**config.mk**
```make
export PLATFORM = sky130hd
export DESIGN_NAME = mod_n_down_counter
export DESIGN_NICKNAME = d
export VERILOG_FILES = /design/src/rtl/mod_cnt_pkg.sv /design/src/rtl/mod_n_down_counter_tff.sv /design/src/rtl/mod_n_down_counter.sv
export SDC_FILE = /design/constraint.sdc
export NUM_CORES = 1
export LEC_CHECK = 0
export CELL_PAD_IN_SITES_DETAIL_PLACEMENT = 1
export CELL_PAD_IN_SITES_GLOBAL_PLACEMENT = 1
export CORE_AREA = 2 2 39 41
export CTS_CLUSTER_DIAMETER = 30
export CTS_CLUSTER_SIZE = 8
export DETAILED_ROUTE_END_ITERATION = 7
export DIE_AREA = 0 0 41 43
export PLACE_DENSITY_LB_ADDON = 0.1
export SYNTH_ARGS = -nofsm -noshare
export SYNTH_HDL_FRONTEND = slang
export SYNTH_SLANG_ARGS = --single-unit
```
**constraint.sdc**
```tcl
create_clock -name clk -period 0.9 [get_ports clk]
set_input_delay 0.18 -clock clk [delete_from_list [all_inputs] [get_ports clk]]
set_output_delay 0.18 -clock clk [all_outputs]
set_load 0.005 [all_outputs]
```
**src/rtl/mod_cnt_pkg.sv**
```systemverilog
// mod_cnt_pkg
//   Shared constants and helpers for the modulo-N down counter.
//   MOD_DEFAULT   : default count modulus (counts MOD-1 .. 0)
//   WIDTH_DEFAULT : default count width in bits
//   clamp()       : returns min(value, mod-1) so a load can never put the
//                   counter outside its legal range
package mod_cnt_pkg;

    localparam int MOD_DEFAULT   = 7;
    localparam int WIDTH_DEFAULT = 3;

    function automatic int unsigned clamp(input int unsigned value,
                                          input int unsigned mod);
        return (value < mod - 1) ? value : mod - 1;
    endfunction

endpackage

```
**src/rtl/mod_n_down_counter_tff.sv**
```systemverilog
// tff_sync
//   One bit of the down counter: a toggle flop with a parallel-load path.
//   Priority is reset, then load, then toggle.
//   clk : clock, rising edge
//   rst : synchronous active-high reset, clears q to 0
//   t   : toggle q on this edge
//   ld  : load d on this edge (overrides t)
//   d   : parallel-load data
//   q   : registered bit value
module tff_sync (
    input  logic clk,
    input  logic rst,
    input  logic t,
    input  logic ld,
    input  logic d,
    output logic q
);

    always_ff @(posedge clk) begin
        if (rst)
            q <= 1'b0;
        else if (ld)
            q <= d;
        else if (t)
            q <= ~q;
    end

endmodule

```
**src/rtl/mod_n_down_counter.sv**
```systemverilog
// mod_n_down_counter
//   Modulo-MOD down counter: MOD-1, MOD-2, ..., 0, MOD-1, ... advancing on
//   enabled cycles. Built from one tff_sync per bit; the top only decodes
//   toggle/load enables, clamps the load value and produces tc and uf.
//
//   Build option: define MOD_DOWN_CNT_SAT_EN for saturating mode (count
//   stops at 0, uf pulses once after the 1 -> 0 step). Undefined: wrap mode.
//
//   Parameters: MOD (2..2**WIDTH), WIDTH
//   clk      : clock, rising edge
//   rst      : synchronous active-high reset (count <= 0, uf <= 0)
//   en       : count enable
//   load     : parallel load strobe, beats en
//   load_val : value to load, clamped to MOD-1
//   count    : registered count
//   tc       : combinational terminal count (count == 0 && en), cascadable
//   uf       : registered underflow pulse
module mod_n_down_counter
    import mod_cnt_pkg::*;
#(
    parameter int MOD   = MOD_DEFAULT,
    parameter int WIDTH = WIDTH_DEFAULT
) (
    input  logic             clk,
    input  logic             rst,
    input  logic             en,
    input  logic             load,
    input  logic [WIDTH-1:0] load_val,
    output logic [WIDTH-1:0] count,
    output logic             tc,
    output logic             uf
);

    localparam logic [WIDTH-1:0] TOP_VAL = WIDTH'(MOD - 1);

    logic             at_zero;
    logic             dec;
    logic             wrap;
    logic             uf_set;
    logic             ld;
    logic [WIDTH-1:0] load_clamped;
    logic [WIDTH-1:0] ld_data;
    logic [WIDTH-1:0] lower_zero;   // bit i: all bits below i are 0
    logic [WIDTH-1:0] tgl;

    assign at_zero      = (count == '0);
    assign load_clamped = WIDTH'(clamp(32'(load_val), 32'(MOD)));

    // Plain decrement only from a non-zero count; reaching 0 is handled by
    // the wrap load (or by holding in saturating mode).
    assign dec = en & ~load & ~at_zero;

`ifdef MOD_DOWN_CNT_SAT_EN
    assign wrap   = 1'b0;
    assign uf_set = en & ~load & (count == WIDTH'(1));
`else
    assign wrap   = en & ~load & at_zero;
    assign uf_set = wrap;
`endif

    assign ld      = load | wrap;
    assign ld_data = load ? load_clamped : TOP_VAL;

    assign tc = at_zero & en;

    // Binary decrement: a bit flips when every lower bit is 0 (borrow ripple).
    genvar i;
    generate
        for (i = 0; i < WIDTH; i++) begin : g_bit
            if (i == 0) begin : g_lsb
                assign lower_zero[i] = 1'b1;
            end else begin : g_upper
                assign lower_zero[i] = lower_zero[i-1] & ~count[i-1];
            end

            assign tgl[i] = dec & lower_zero[i];

            tff_sync u_tff (
                .clk (clk),
                .rst (rst),
                .t   (tgl[i]),
                .ld  (ld),
                .d   (ld_data[i]),
                .q   (count[i])
            );
        end
    endgenerate

    always_ff @(posedge clk) begin
        if (rst)
            uf <= 1'b0;
        else
            uf <= uf_set;
    end

endmodule

```
==> summary.txt <==
Synthesis
  – Register area share after synthesis: 34.8%
  – Synth Instances: 23
  – Yosys warns: 0
  – Mapped Area: about 230 sq um
  – Yosys cell types: 13
  – Largest family of logic cells by synthesized area: compound AO/OA/AOI/OAI gates
  – Yosys top cell by area: dfxtp_1
  – Share of the synthesized area in the top cell type: 34.8%
  – Adder-Cell Fraction of Synth Area: 0%
  – Flops & latches, synth: 4
  – Synth Area per Inst: 10.0 sq um
  – Synth area leaders: dfxtp_1, buf_4, nor4_4
  – Mapped Nets: 30
  – Post-synthesis xor/xnor area fraction: 3.80%
  – Synth Area in Simple Gates: 18.5%
  – Synth Area in Compound Gates: 28.3%
  – Mux contribution to synthesized area: 0%

Route
  – DRC viols: 0
  – DR vias: roughly 240
  – Routed wire length: 644 um
  – Number of DRC markers in iteration 0: 1
  – Initial DRT Pass Iterations: 2
  – Antenna viol nets, final: 0
  – Drt via density: 4.03
  – WL/cell: about 11 um

Setup path
  – Critical path's top delay family: flip-flops
  – Worst Path Arrival: 990 ps
  – Worst path required time: 720 ps
  – Crit path launch type: flop
  – Max incr delay on CP: 320 ps
  – Crit. End Element: primary output
  – CP bufs+invs: 1
  – Crit Path Category: flop to primary output
  – CP Cell Sequence: nor4_4 > buf_2
  – Slowest cell on crit path: dfxtp_2
  – Worst Path Max Fanout: 2

Timing
  – RSZ-0062 raised after global routing: true
  – Least-Margin Pin Slew: 261 ps
  – Tcrit/Tclk final: 130%
  – Worst setup margin: -270 ps
  – Tmin final: ~1200 ps
  – Max_slew headroom: about 83%
  – Final Skew: ~7.7 ps
  – Max Fclk: 0.855 GHz
  – Final Max Slew Viols: 0
  – Final setup viols: 8
  – Endpoints failing hold: 0

Global routing
  – First-pass GRT wire length: 1.08 mm
  – Global Route met3 Usage: 6.28%
  – Grt peak-use layer: met2
  – Global route overflow: 0
  – Gr usage total: 9.74%
  – GRT met1 Usage: a little under a tenth
  – Initial antenna violation count: 0
  – Met2 Usage GRT: 15.9%
  – Vias in the first global route: 270
  – Largest net degree at the start of global routing: 8

Final layout
  – Final net count: 51
  – Share of cells above drive strength 1: about three fifths
  – # diodes: 0
  – Fin util: 33.2%
  – Most common cell after layout, fill and taps aside: buf_6
  – Most frequent cells in the layout: buf_6, clkdlybuf4s50_1, buf_4, a21oi_1, clkbuf_4
  – Post-route cell area: 459 sq um
  – Syn-to-layout area delta: 99.5%

Floorplanning
  – Ports: 12
  – Core area: 1380 sq um
  – Die H: 43 um
  – Rows: 14
  – Die ar.: 1760 sq um
  – Initial Util: about 17%
  – Horiz. Die Dim: 41 um

Clock network
  – CTS tree: built
  – Total clock sinks: 4
  – H-tree lvl count: 1
  – CTS Buffer Depth: 2
  – TritonCTS buffer count: 3
  – Latest clock arrival within the worst-skew pair: 240 ps
  – Clock transition at path regs: 40 ps
  – Hold_buf cts: 0
  – Root Driver: clkbuf_4

Place
  – GPL Wtd Cong: 0.646
  – IO buf count: 11
  – Placed cell areas: 388 sq um

Status
  – Outcome: finished, violations left
  – Violated checks: setup timing

Power and ir drop
  – Logic pwr share: about 30%
  – Worst ir drop on vdd: 0.000633 V
  – Cell Int Power: 479 uW
  – Sw power: 161 uW
  – Lkg Pwr: approximately 0.21 nW
  – Sw Ratio: 25.2%
  – Clock share of power: 37.9%
  – Pwr per Cell Area: around 1400 nW/um^2
  – Share of total power in sequential cells: 32.1%

Run
  – Max Cap Viol: 0

Min path
  – HP Class: input port to flop
==> metal layers <==
metal / share of wire [%] / routed length [um] / vias up
met2: 54 / 345 / 9
met1: 38 / 244 / 109
met3: 8.4 / 54 / 0
li1: - / - / 120
met4: 0 / 0 / 0
met5: 0 / 0 / -
==> metrics by stage <==
stage / TNS (ps) / setup WS (ps) / power, mW / std cells / hold WS, ps
2_1_floorplan: -32.7 / -32.7 / 0.276 / 23 / 237
6_report: -1130 / -270 / 0.640 / 59 / 313
4_1_cts: -1190 / -293 / 0.655 / 59 / 471
3_3_place_gp: -3160 / -707 / 0.365 / 53 / 698
3_5_place_dp: -3270 / -743 / 0.367 / 53 / 708
5_1_grt: -1520 / -347 / 0.699 / 59 / 338
==> layout make-up <==
| class | count | area [sq um] |
|---|---|---|
| multi-input combinational | 13 | 133 |
| tap | 16 | 20.0 |
| inverter | 3 | 11.3 |
| sequential | 4 | 88.8 |
| clock buffer | 4 | 26.3 |
| timing repair buffer | 19 | 180 |
| fill | 167 | 925 |
==> power by group through the flow <==
stage                     Sequential, mW  Clock, mW  Combinational (mW)
after floorplan                    0.212          0              0.0639
after global placement             0.206          0               0.159
after detailed placement           0.207          0               0.160
after CTS                          0.206      0.263               0.187
after global routing               0.207      0.282               0.209
final                              0.205      0.243               0.192
==> cell usage after synthesis <==
| cell | instances |
|---|---|
| a21oi_1 | 3 |
| o21a_1 | 1 |
| dfxtp_1 | 4 |
| inv_1 | 3 |
| xor2_1 | 1 |
| o21ai_0 | 1 |
| o31a_1 | 2 |
| nor2b_2 | 1 |
| o21ai_1 | 1 |
| nor3b_2 | 1 |
| nor4_4 | 1 |
| a221oi_2 | 1 |
| buf_4 | 3 |
==> sequential cells by signal (all words and copies together), names as in the netlist <==
name	count
g_bit.u_tff.q	3
uf	1
==> timing repair <==
item,in CTS,in global routing
pin swaps,3,2
hold endpoints to repair,0,0
buffers inserted,3,0
gates resized for setup,32,3
cloned,0,0
endpoints found under the setup margin,9,8
==> cells by family (layout without fill, tap and decap cells) <==
logic type                after synthesis  after routing
AOI/OAI and AO/OA                       9              9
xor gates and xnor gates                1              1
buffers and inverters                   6             26
DFF                                     4              4
and+or+nand+nor                         3              3
==> path summary, 6_finish.rpt <==
| kind | depth (start not counted) | end | slack (ps) | startpoint |
|---|---|---|---|---|
| setup reg to reg | 3 | g_bit[2].u_tff.q | -190 | g_bit[1].u_tff.q |
| hold reg to reg | 4 | g_bit[0].u_tff.q | 680 | g_bit[0].u_tff.q |
| setup / recovery | 2 | tc | -270 | g_bit[2].u_tff.q |
| hold / removal | 2 | g_bit[0].u_tff.q | 310 | load |
(Power assumes the default switching activity.)
